## config.mk

```make
export PLATFORM = sky130hd
export DESIGN_NAME = pipe_ctrl_flat
export DESIGN_NICKNAME = d
export VERILOG_FILES = /design/src/rtl/pipe_ctrl_if.sv /design/src/rtl/pipe_ctrl.sv /design/src/flat_wrapper.sv
export SDC_FILE = /design/constraint.sdc
export NUM_CORES = 1
export LEC_CHECK = 0
export CORE_ASPECT_RATIO = 2
export CORE_UTILIZATION = 50
export CTS_CLUSTER_DIAMETER = 50
export DETAILED_ROUTE_END_ITERATION = 10
export PLACE_DENSITY = 0.82
export SLEW_MARGIN = 15
export SYNTH_ARGS = -nofsm -noshare
export SYNTH_HDL_FRONTEND = slang
export SYNTH_SLANG_ARGS = --single-unit
```

## constraint.sdc

```tcl
create_clock -name CLK -period 2.13 [get_ports CLK]
set_input_delay 0.213 -clock CLK [delete_from_list [all_inputs] [get_ports CLK]]
set_output_delay 0.213 -clock CLK [all_outputs]
set_load 0.005 [all_outputs]
```

## src/rtl/pipe_ctrl_if.sv

```systemverilog
// ID-stage instruction fields in, pipeline control and hazard signals out.
// The master side is the datapath; the slave side is pipe_ctrl.
interface pipe_ctrl_if #(
  parameter int RA_W = 5
);
  logic [5:0]      opcode;
  logic [5:0]      funct;
  logic [RA_W-1:0] rs;
  logic [RA_W-1:0] rt;
  logic [RA_W-1:0] rd;
  logic            hold;
  logic            br_taken;

  logic            J;
  logic            BEQ;
  logic            BNE;
  logic            ExtOP;
  logic            stall;
  logic            flush;
  logic [1:0]      ex_aluop;
  logic            ex_b_invert;
  logic            ex_alusrc;
  logic [1:0]      fwd_a;
  logic [1:0]      fwd_b;
  logic            mem_write;
  logic            mem_mem2reg;
  logic            wb_write_en;
  logic [RA_W-1:0] wb_dst;

  modport master (
    output opcode, funct, rs, rt, rd, hold, br_taken,
    input  J, BEQ, BNE, ExtOP, stall, flush, ex_aluop, ex_b_invert, ex_alusrc,
           fwd_a, fwd_b, mem_write, mem_mem2reg, wb_write_en, wb_dst
  );

  modport slave (
    input  opcode, funct, rs, rt, rd, hold, br_taken,
    output J, BEQ, BNE, ExtOP, stall, flush, ex_aluop, ex_b_invert, ex_alusrc,
           fwd_a, fwd_b, mem_write, mem_mem2reg, wb_write_en, wb_dst
  );
endinterface

```

## src/rtl/pipe_ctrl.sv

```systemverilog
// Five-stage pipeline controller: ID decode, ID/EX -> EX/MEM -> MEM/WB control
// registers, load-use / RAW stall detection, branch/jump flush and EX forwarding.
module pipe_ctrl #(
  parameter int RA_W   = 5,
  parameter bit FWD_EN = 1'b1
) (
  input logic        CLK,
  input logic        RST_N,
  pipe_ctrl_if.slave bus
);

  localparam logic [5:0] OP_RTYPE = 6'h00;
  localparam logic [5:0] OP_J     = 6'h02;
  localparam logic [5:0] OP_BEQ   = 6'h04;
  localparam logic [5:0] OP_BNE   = 6'h05;
  localparam logic [5:0] OP_ADDI  = 6'h08;
  localparam logic [5:0] OP_ADDIU = 6'h09;
  localparam logic [5:0] OP_SLTI  = 6'h0A;
  localparam logic [5:0] OP_ANDI  = 6'h0C;
  localparam logic [5:0] OP_ORI   = 6'h0D;
  localparam logic [5:0] OP_LW    = 6'h23;
  localparam logic [5:0] OP_SW    = 6'h2B;

  typedef enum logic [1:0] {
    ALU_AND = 2'b00,
    ALU_OR  = 2'b01,
    ALU_ADD = 2'b10,
    ALU_SLT = 2'b11
  } alu_op_e;

  typedef struct packed {
    logic            we;
    logic [RA_W-1:0] dst;
    alu_op_e         aluop;
    logic            b_inv;
    logic            alusrc;
    logic            mem_write;
    logic            mem2reg;
  } ctrl_t;

  typedef struct packed {
    ctrl_t           ctrl;
    logic [RA_W-1:0] rs;
    logic [RA_W-1:0] rt;
  } id_ex_t;

  typedef struct packed {
    logic            we;
    logic [RA_W-1:0] dst;
    logic            mem_write;
    logic            mem2reg;
  } ex_mem_t;

  typedef struct packed {
    logic            we;
    logic [RA_W-1:0] dst;
  } mem_wb_t;

  ctrl_t   dec;
  logic    dec_j, dec_beq, dec_bne, dec_ext;
  logic    use_rs, use_rt, r_ok, i_wr;
  logic    hit_ex, hit_mem, stall_raw, stall, bubble;
  logic    [1:0] fwd_a, fwd_b;
  id_ex_t  id_ex;
  ex_mem_t ex_mem;
  mem_wb_t mem_wb;

  // Undefined opcodes/functs fall through with every enable left at zero (NOP).
  always_comb begin
    dec     = '0;
    dec_j   = 1'b0;
    dec_beq = 1'b0;
    dec_bne = 1'b0;
    dec_ext = 1'b0;
    use_rs  = 1'b0;
    use_rt  = 1'b0;
    r_ok    = 1'b0;
    i_wr    = 1'b0;
    case (bus.opcode)
      OP_RTYPE: begin
        case (bus.funct)
          6'h20, 6'h21: begin r_ok = 1'b1; dec.aluop = ALU_ADD; end
          6'h22, 6'h23: begin r_ok = 1'b1; dec.aluop = ALU_ADD; dec.b_inv = 1'b1; end
          6'h24:        begin r_ok = 1'b1; dec.aluop = ALU_AND; end
          6'h25:        begin r_ok = 1'b1; dec.aluop = ALU_OR; end
          6'h2A:        begin r_ok = 1'b1; dec.aluop = ALU_SLT; dec.b_inv = 1'b1; end
          default: ;
        endcase
        if (r_ok) begin
          dec.we  = 1'b1;
          dec.dst = bus.rd;
          use_rs  = 1'b1;
          use_rt  = 1'b1;
        end
      end
      OP_ADDI, OP_ADDIU: begin dec.aluop = ALU_ADD; dec_ext = 1'b1; i_wr = 1'b1; end
      OP_SLTI: begin dec.aluop = ALU_SLT; dec.b_inv = 1'b1; i_wr = 1'b1; end
      OP_ANDI: begin dec.aluop = ALU_AND; i_wr = 1'b1; end
      OP_ORI:  begin dec.aluop = ALU_OR;  i_wr = 1'b1; end
      OP_LW:   begin dec.aluop = ALU_ADD; dec.mem2reg = 1'b1; dec_ext = 1'b1; i_wr = 1'b1; end
      OP_SW: begin
        dec.aluop     = ALU_ADD;
        dec.alusrc    = 1'b1;
        dec.mem_write = 1'b1;
        dec_ext       = 1'b1;
        use_rs        = 1'b1;
        use_rt        = 1'b1;
      end
      OP_BEQ, OP_BNE: begin
        dec.aluop = ALU_ADD;
        dec.b_inv = 1'b1;
        dec_ext   = 1'b1;
        dec_beq   = (bus.opcode == OP_BEQ);
        dec_bne   = (bus.opcode == OP_BNE);
        use_rs    = 1'b1;
        use_rt    = 1'b1;
      end
      OP_J: dec_j = 1'b1;
      default: ;
    endcase
    if (i_wr) begin
      dec.we     = 1'b1;
      dec.dst    = bus.rt;
      dec.alusrc = 1'b1;
      use_rs     = 1'b1;
    end
  end

  // A taken branch already bubbles ID/EX, so it overrides any stall request.
  always_comb begin
    hit_ex  = id_ex.ctrl.we &&
              ((use_rs && bus.rs != '0 && bus.rs == id_ex.ctrl.dst) ||
               (use_rt && bus.rt != '0 && bus.rt == id_ex.ctrl.dst));
    hit_mem = ex_mem.we &&
              ((use_rs && bus.rs != '0 && bus.rs == ex_mem.dst) ||
               (use_rt && bus.rt != '0 && bus.rt == ex_mem.dst));
    if (FWD_EN) stall_raw = hit_ex && id_ex.ctrl.mem2reg;
    else        stall_raw = hit_ex || hit_mem;
    stall  = stall_raw && !bus.br_taken;
    bubble = stall_raw || bus.br_taken;
  end

  always_comb begin
    fwd_a = 2'b00;
    fwd_b = 2'b00;
    if (FWD_EN) begin
      if (ex_mem.we && ex_mem.dst != '0 && ex_mem.dst == id_ex.rs)      fwd_a = 2'b10;
      else if (mem_wb.we && mem_wb.dst != '0 && mem_wb.dst == id_ex.rs) fwd_a = 2'b01;
      if (ex_mem.we && ex_mem.dst != '0 && ex_mem.dst == id_ex.rt)      fwd_b = 2'b10;
      else if (mem_wb.we && mem_wb.dst != '0 && mem_wb.dst == id_ex.rt) fwd_b = 2'b01;
    end
  end

  always_ff @(posedge CLK or negedge RST_N) begin
    if (!RST_N) begin
      id_ex  <= '0;
      ex_mem <= '0;
      mem_wb <= '0;
    end else if (!bus.hold) begin
      id_ex  <= bubble ? '0 : id_ex_t'{ctrl: dec, rs: bus.rs, rt: bus.rt};
      ex_mem <= ex_mem_t'{we: id_ex.ctrl.we, dst: id_ex.ctrl.dst,
                          mem_write: id_ex.ctrl.mem_write, mem2reg: id_ex.ctrl.mem2reg};
      mem_wb <= mem_wb_t'{we: ex_mem.we, dst: ex_mem.dst};
    end
  end

  assign bus.J           = dec_j;
  assign bus.BEQ         = dec_beq;
  assign bus.BNE         = dec_bne;
  assign bus.ExtOP       = dec_ext;
  assign bus.stall       = stall;
  assign bus.flush       = bus.br_taken || (dec_j && !stall);
  assign bus.ex_aluop    = id_ex.ctrl.aluop;
  assign bus.ex_b_invert = id_ex.ctrl.b_inv;
  assign bus.ex_alusrc   = id_ex.ctrl.alusrc;
  assign bus.fwd_a       = fwd_a;
  assign bus.fwd_b       = fwd_b;
  assign bus.mem_write   = ex_mem.mem_write;
  assign bus.mem_mem2reg = ex_mem.mem2reg;
  assign bus.wb_write_en = mem_wb.we;
  assign bus.wb_dst      = mem_wb.dst;

endmodule

```

## src/flat_wrapper.sv

```systemverilog
// flat-port wrapper written by rule: the top's interface ports become plain ports
module pipe_ctrl_flat 
#(
  parameter int RA_W   = 5,
  parameter bit FWD_EN = 1'b1
)
  (CLK, RST_N, bus_opcode, bus_funct, bus_rs, bus_rt, bus_rd, bus_hold, bus_br_taken, bus_J, bus_BEQ, bus_BNE, bus_ExtOP, bus_stall, bus_flush, bus_ex_aluop, bus_ex_b_invert, bus_ex_alusrc, bus_fwd_a, bus_fwd_b, bus_mem_write, bus_mem_mem2reg, bus_wb_write_en, bus_wb_dst);
  pipe_ctrl_if #(.RA_W(RA_W)) bus_i ();
  input logic CLK;
  input logic RST_N;
  input wire logic [$bits(bus_i.opcode)-1:0] bus_opcode;
  input wire logic [$bits(bus_i.funct)-1:0] bus_funct;
  input wire logic [$bits(bus_i.rs)-1:0] bus_rs;
  input wire logic [$bits(bus_i.rt)-1:0] bus_rt;
  input wire logic [$bits(bus_i.rd)-1:0] bus_rd;
  input wire logic [$bits(bus_i.hold)-1:0] bus_hold;
  input wire logic [$bits(bus_i.br_taken)-1:0] bus_br_taken;
  output wire logic [$bits(bus_i.J)-1:0] bus_J;
  output wire logic [$bits(bus_i.BEQ)-1:0] bus_BEQ;
  output wire logic [$bits(bus_i.BNE)-1:0] bus_BNE;
  output wire logic [$bits(bus_i.ExtOP)-1:0] bus_ExtOP;
  output wire logic [$bits(bus_i.stall)-1:0] bus_stall;
  output wire logic [$bits(bus_i.flush)-1:0] bus_flush;
  output wire logic [$bits(bus_i.ex_aluop)-1:0] bus_ex_aluop;
  output wire logic [$bits(bus_i.ex_b_invert)-1:0] bus_ex_b_invert;
  output wire logic [$bits(bus_i.ex_alusrc)-1:0] bus_ex_alusrc;
  output wire logic [$bits(bus_i.fwd_a)-1:0] bus_fwd_a;
  output wire logic [$bits(bus_i.fwd_b)-1:0] bus_fwd_b;
  output wire logic [$bits(bus_i.mem_write)-1:0] bus_mem_write;
  output wire logic [$bits(bus_i.mem_mem2reg)-1:0] bus_mem_mem2reg;
  output wire logic [$bits(bus_i.wb_write_en)-1:0] bus_wb_write_en;
  output wire logic [$bits(bus_i.wb_dst)-1:0] bus_wb_dst;
  assign bus_i.opcode = bus_opcode;
  assign bus_i.funct = bus_funct;
  assign bus_i.rs = bus_rs;
  assign bus_i.rt = bus_rt;
  assign bus_i.rd = bus_rd;
  assign bus_i.hold = bus_hold;
  assign bus_i.br_taken = bus_br_taken;
  assign bus_J = bus_i.J;
  assign bus_BEQ = bus_i.BEQ;
  assign bus_BNE = bus_i.BNE;
  assign bus_ExtOP = bus_i.ExtOP;
  assign bus_stall = bus_i.stall;
  assign bus_flush = bus_i.flush;
  assign bus_ex_aluop = bus_i.ex_aluop;
  assign bus_ex_b_invert = bus_i.ex_b_invert;
  assign bus_ex_alusrc = bus_i.ex_alusrc;
  assign bus_fwd_a = bus_i.fwd_a;
  assign bus_fwd_b = bus_i.fwd_b;
  assign bus_mem_write = bus_i.mem_write;
  assign bus_mem_mem2reg = bus_i.mem_mem2reg;
  assign bus_wb_write_en = bus_i.wb_write_en;
  assign bus_wb_dst = bus_i.wb_dst;
  pipe_ctrl #(.RA_W(RA_W), .FWD_EN(FWD_EN)) u_core (.CLK(CLK), .RST_N(RST_N), .bus(bus_i));
endmodule
```

==> results.py, run 1 <==
metrics = {
    "timing": {
        "finalMaxSlewViolations": 0,
        "fin_crit_sh_pct": 102.7,
        "setup_ws_ns": -0.05714,
        "setup_viol": 4,
        "fin_tns_setup_ns": -0.1019,
        "worstMarginPinSlew_ns": 0.9315,
        "fmax_ghz": 0.4572,
        "hold_viol": 0,
        "relSlewSlack_pct": 37.67,
        "rsz0062_at_grt": "yes",
        "finalClockSkew_ns": 0.009655,
        "period_needed_ns": 2.187,
    },
    "worst_setup_path": {
        "required_ns": 1.92,
        "r2r_slack_ns": 0.10,
        "cp_max_fo": 3,
        "reg2reg_from": "u_core.id_ex[19]",
        "cp-start-kind": "flip-flop",
        "max_stage_delay_ns": 0.43,
        "crit_slowest_cell": "dfrtp_1",
        "timing.rr.end": "u_core.bus.ex_alusrc",
        "path_class": "flip-flop to output port",
        "crit_chain": "xnor2_1, nand3_1, nor4_4, o21ai_4, a21oi_2, clkbuf_2",
        "path_delay_family": "simple AND/OR/NAND/NOR gates",
        "crit_path_end_kind": "output port",
        "path_buf_inv": 1,
        "worst-endpoint-arrival_ns": 1.97,
        "reg2reg_depth": 7,
    },
    "global_route": {
        "grt_usage_pct": 31.81,
        "gr-total-overflow": 0,
        "grt_max_degree": 37,
        "grt_pass1_vias": 2452,
        "grt_antenna_before_repair": 0,
        "grt_pass1_wl_mm": 10.91,
    },
    "layout": {
        "drive_above_1_share_pct": 34.29,
        "num-nets-final": 377,
        "syn2layout_area_growth_pct": 56.53,
        "fillers": 249,
        "fin_util_pct": 83.08,
        "n_antenna_cell": 0,
    },
    "pwr": {
        "p_int_mw": 1.233,
        "peakVddDrop_mv": 0.4380,
        "p_leak_nw": 1.678,
        "p_seq_share_pct": 43.7,
        "p_per_area_nw_per_um2": 487.7,
        "p_sw_uw": 456.8,
        "clkPwrFrac_pct": 36.0,
        "p_comb_share_pct": 20.3,
        "sw_frac_of_total_pct": 27.03,
    },
    "status": {
        "status": "finished, violations left",
        "violations": "negative setup slack",
    },
    "die": {
        "pin_count": 53,
        "chipWidth_microns": 49.05,
        "std_cell_rows": 33,
        "die_h_microns": 96.09,
        "die-area_sq_um": 4713,
        "core_area_sq_um": 4170,
        "initial_utilization_pct": 53.08,
    },
    "place": {
        "gp_congestion": 0.8265,
        "place.port_buffers": 52,
        "pre_cts_slack_ns": -0.5651,
        "place_hpwl_mm": 5.073,
    },
    "cts": {
        "htree_levels": 2,
        "clock_sinks": 36,
        "root_buffer": "clkbuf_8",
        "worstSkewPairLatency_ns": 0.30,
        "numCtsBuffers": 5,
        "cts.reportedPaths.clkPinSlew_ns": 0.07,
        "cts_tree": "built",
        "clk_path_buf_depth": 2,
    },
    "logic_synthesis": {
        "synth_cells": 233,
        "synth_cell_types": 44,
        "netlist.area_leader.share_pct": 40.70,
        "async_flop_share_pct": 100.0,
        "synthTopCellsByCount": "dfrtp_1, nand2_1, xor2_1",
        "avgSynthCellArea_sq_um": 9.499,
        "yosysTopAreaCell": "dfrtp_1",
        "synth_fp_nets": 264,
        "synth_area_leaders": "dfrtp_1, xor2_1, mux2_2",
        "synth-seq-cells": 36,
        "synth_ff_type": "dfrtp_1",
        "yosysMostFrequentCell": "dfrtp_1",
        "netlist_area_sq_um": 2213,
        "synth_edf_count": 0,
        "yosysSeqAreaShare_pct": 40.70,
        "synth_warnings": 0,
    },
    "worst_hold_path": {
        "min_path_type": "input port to flip-flop",
        "holdPathStages": 3,
        "worstHoldStart": "bus_rt[2]",
        "min_to": "u_core.id_ex[2]",
    },
    "flow_run": {
        "max_cap_violations": 0,
    },
    "route": {
        "drt.antenna.violating_nets": 0,
        "wl_per_cell_microns": 19.00,
        "drt_first_pass_iters": 4,
        "vias": 2341,
        "drc": 0,
        "finalWirelength_mm": 7.581,
        "first_iter_violations": 126,
        "routed_via_density": 5.867,
    },
}
==> tightest hold or removal path, cell delays in order <==
cell	delay [ns]
dlymetal6s2s_1	0.17
nand3_1	0.10
o21ai_1	0.06
==> metrics by stage <==
stage          cells  cell area, sq um  power, mW  hold slack (ns)
6_report         399              3465      1.690           0.2812
4_1_cts          394              3324      1.651           0.3426
5_1_grt          399              3465      1.750           0.3042
2_1_floorplan    233              2213     0.8777         -0.08259
3_5_place_dp     379              3141      1.055           0.4805
3_3_place_gp     379              3141      1.042           0.4795
==> registers in the layout (all words and copies together) (netlist names) <==
name,flops
u_core.id_ex,18
u_core.ex_mem,6
u_core.bus.wb_dst,5
u_core.bus.ex_aluop,2
u_core.bus.ex_alusrc,1
u_core.bus.ex_b_invert,1
u_core.bus.mem_mem2reg,1
u_core.bus.mem_write,1
u_core.bus.wb_write_en,1
==> metal layers <==
metal,wire (microns),global-route usage [%]
met5,0,0
met4,430,24.75
met3,265,4.423
met2,4505,63.89
met1,2380,26.94
==> cells in the final DEF (no fill, tap or decap), types with 3 or more instances in the layout <==
master / Yosys / final
nor2_1: 9 / 9
o21ai_1: 17 / 19
dfrtp_1: 36 / 35
nor4_2: 1 / 4
xor2_1: 20 / 20
a21oi_1: 5 / 3
xnor2_1: 9 / 8
mux2i_1: 5 / 5
buf_4: 5 / 65
buf_6: 0 / 3
clkdlybuf4s50_1: 0 / 38
nand2_1: 29 / 28
o21ai_0: 11 / 7
dlygate4sd2_1: 0 / 8
clkbuf_8: 0 / 5
nor4_4: 0 / 3
or4_1: 5 / 4
mux2_2: 14 / 14
nand3_1: 15 / 15
inv_1: 5 / 5
==> worst max-delay path by stage <==
stage                                 from            to  slack [ns]  depth (start not counted)
after floorplan           u_core.ex_mem[3]  bus_fwd_a[0]        0.38                          4
after global placement           bus_rt[0]     bus_stall       -0.49                          7
after detailed placement         bus_rt[2]     bus_stall       -0.57                          7
after CTS                 u_core.id_ex[19]     bus_stall       -0.11                          6
after global routing      u_core.id_ex[19]     bus_stall       -0.12                          6
final                     u_core.id_ex[19]     bus_stall       -0.06                          6
==> kinds of logic (layout without fill, tap and decap cells) <==
kind of cell,after synthesis,count (layout),share of synthesized area [%]
XOR/XNOR,29,29,11.48
AND/OR/NAND/NOR,84,84,20.24
flip-flops,36,36,40.70
multiplexers,19,19,9.384
buffers and inverters,18,132,4.070
AO/OA/AOI/OAI,47,47,14.13
==> power by group through the flow <==
stage	clock network [mW]	logic, mW	registers (mW)
6_report	0.609	0.343	0.738
5_1_grt	0.640	0.369	0.741
4_1_cts	0.601	0.313	0.737
3_5_place_dp	0	0.305	0.750
3_3_place_gp	0	0.294	0.748
2_1_floorplan	0	0.130	0.748
==> repair_timing <==
action	CTS	global route
resized for setup	28	25
endpoints found under the setup margin	8	9
setup buffers	7	5
pin swaps	9	10
hold buffers	0	0
==> final cells by class <==
class	count	area, sq um	share of cell area, %
clock buffers	5	68.82	1.986
multi-input cells	179	1355	39.11
flip-flops and latches	36	902.1	26.04
repair buffers	119	1012	29.22
clock inverters	3	42.54	1.228
well taps	52	65.06	1.878
inverters	5	18.77	0.5417
No activity file was read; power rests on OpenSTA's default activity.
==> run 2, diff against run 1 <==
--- a/config.mk
+++ b/config.mk
@@ -10,6 +10,7 @@
 export CTS_CLUSTER_DIAMETER = 50
 export DETAILED_ROUTE_END_ITERATION = 10
 export PLACE_DENSITY = 0.82
+export SKIP_CTS_REPAIR_TIMING = 1
 export SLEW_MARGIN = 15
 export SYNTH_ARGS = -nofsm -noshare
 export SYNTH_HDL_FRONTEND = slang
==> run 2 against run 1 <==
Against the previous run:
- clock power fell by 2%
- cell area hardly changed
- sequential share of layout area is essentially flat
- setup slack better by 0.0056 ns
- clock skew fell by 0.0071 ns
- via count decreased by 4.0%
- register-to-register slack gained 0.05 ns
- cell count is 2.3% lower
- fmax rose by 0.26%
- clock-buffer cell count did not move
- wire length down 7.1%
- the run still ends with negative setup slack left
==> results.py, run 2 (synthesized netlist as in run 1, its figures left out) <==
metrics = {
    "status": {
        "status": "finished, violations left",
        "violations": "negative setup slack",
    },
    "worst_setup_path": {
        "crit_path_end_kind": "output port",
        "path_class": "flip-flop to output port",
        "worst-endpoint-arrival_ns": 1.97,
        "cp-start-kind": "flip-flop",
        "required_ns": 1.92,
        "cp_max_fo": 4,
    },
    "route": {
        "wl_per_cell_microns": 18.06,
        "drc": 0,
        "vias": 2248,
        "routed_via_density": 5.764,
        "drt.antenna.violating_nets": 0,
        "drt_first_pass_iters": 4,
        "finalWirelength_mm": 7.042,
        "first_iter_violations": 65,
    },
    "pwr": {
        "p_per_area_nw_per_um2": 485.3,
        "clkPwrFrac_pct": 35.5,
        "p_sw_uw": 444.4,
        "p_int_mw": 1.236,
        "p_seq_share_pct": 44.1,
        "p_leak_nw": 1.736,
        "peakVddDrop_mv": 0.3723,
        "p_comb_share_pct": 20.4,
        "sw_frac_of_total_pct": 26.45,
    },
    "global_route": {
        "grt_usage_pct": 29.73,
        "grt_pass1_wl_mm": 10.25,
        "gr-total-overflow": 0,
        "grt_antenna_before_repair": 0,
        "grt_pass1_vias": 2276,
        "grt_max_degree": 37,
    },
    "cts": {
        "numCtsBuffers": 5,
        "clock_sinks": 36,
        "cts_tree": "built",
        "worstSkewPairLatency_ns": 0.29,
        "root_buffer": "clkbuf_8",
        "clk_path_buf_depth": 2,
        "cts.reportedPaths.clkPinSlew_ns": 0.07,
        "htree_levels": 2,
    },
    "layout": {
        "drive_above_1_share_pct": 32.84,
        "num-nets-final": 368,
        "final_common_cell": "buf_4",
        "fin_area_sq_um": 3462,
        "syn2layout_area_growth_pct": 56.42,
        "largest_register_ffs": 18,
        "multiInputGateArea_sq_um": 1378,
        "top_register": "u_core.id_ex",
        "fillers": 242,
        "final_cell_mix": "buf_4, clkdlybuf4s50_1, dfrtp_1, nand2_1",
        "n_antenna_cell": 0,
        "fin_util_pct": 83.02,
        "seq_area_sq_um": 902.1,
    },
    "timing": {
        "fmax_ghz": 0.4584,
        "period_needed_ns": 2.182,
        "fin_tns_setup_ns": -0.05155,
        "worstMarginPinSlew_ns": 0.9869,
        "setup_ws_ns": -0.05155,
        "relSlewSlack_pct": 33.96,
        "finalClockSkew_ns": 0.002535,
        "hold_viol": 0,
        "setup_viol": 1,
        "rsz0062_at_grt": "yes",
        "fin_crit_sh_pct": 102.4,
        "finalMaxSlewViolations": 0,
    },
    "die": {
        "chipWidth_microns": 49.05,
        "pin_count": 53,
        "die_h_microns": 96.09,
        "die-area_sq_um": 4713,
        "initial_utilization_pct": 53.08,
        "std_cell_rows": 33,
        "core_area_sq_um": 4170,
    },
    "place": {
        "gp_congestion": 0.8265,
        "placed_cell_area_sq_um": 3141,
        "place.port_buffers": 52,
        "place_hpwl_mm": 5.073,
    },
    "flow_run": {
        "max_cap_violations": 0,
    },
    "worst_hold_path": {
        "min_path_type": "input port to flip-flop",
    },
}
## run 2: power groups by stage
stage | logic, mW | clock network (mW) | registers [mW]
after detailed placement | 0.305 | 0 | 0.750
final | 0.342 | 0.597 | 0.741
after global placement | 0.294 | 0 | 0.748
after CTS | 0.306 | 0.601 | 0.737
after floorplan | 0.130 | 0 | 0.748
after global routing | 0.368 | 0.636 | 0.744
## run 2: per-layer routing
layer | GRT usage (%) | part of all wire (%) | wire length [microns]
met1 | 25.73 | 34 | 2381
met2 | 59.95 | 58 | 4110
met3 | 3.949 | 2.8 | 200
met4 | 21.57 | 5.0 | 350
met5 | 0 | 0 | 0
## run 2: final cells by class
cell class	instances	share of cell area (%)
Clock buffer	5	1.988
Clock inverter	3	1.229
Inverter	5	0.5421
Multi-Input combinational cell	179	39.79
Sequential cell	36	26.06
Tap cell	52	1.879
Timing Repair Buffer	110	28.51
## run 2: worst paths after layout
| check | slack (ns) | from | to | cells after the start |
|---|---|---|---|---|
| setup / recovery | -0.05 | u_core.bus.wb_dst[3] | bus_fwd_a[0] | 5 |
| hold / removal | 0.28 | bus_rt[4] | u_core.id_ex[4] | 3 |
| setup reg to reg | 0.15 | u_core.id_ex[19] | u_core.bus.ex_aluop[1] | 9 |
| hold reg to reg | 0.50 | u_core.bus.ex_aluop[0] | u_core.bus.ex_aluop[0] | 2 |
| max in group asynchronous | 1.45 | RST_N | u_core.bus.wb_dst[4] | 2 |
| min in group asynchronous | 0.33 | RST_N | u_core.bus.ex_aluop[1] | 2 |
## run 2: metrics by stage
step	power [mW]	worst slack, ns	hold WS, ns	std cells
global route	1.747	-0.1333	0.2930	390
floorplan	0.8777	0.3826	-0.08259	233
global placement	1.042	-0.4878	0.4795	379
CTS	1.644	-0.6071	0.3426	387
finish	1.680	-0.05155	0.2778	390
detailed placement	1.055	-0.5651	0.4805	379
## run 2: worst max-delay path: stages (launching register included)
cell            delay (ns)
dfrtp_1               0.38
buf_4                 0.15
xor2_1                0.15
or4_4                 0.54
nor4_2                0.29
dlymetal6s2s_1        0.16
==> run 3, diff against run 2 <==
--- a/config.mk
+++ b/config.mk
@@ -5,6 +5,7 @@
 export SDC_FILE = /design/constraint.sdc
 export NUM_CORES = 1
 export LEC_CHECK = 0
+export CAP_MARGIN = 20
 export CORE_ASPECT_RATIO = 2
 export CORE_UTILIZATION = 50
 export CTS_CLUSTER_DIAMETER = 50
==> results of run 3 <==
Final layout, timing and power as in run 2 (identical DEF).
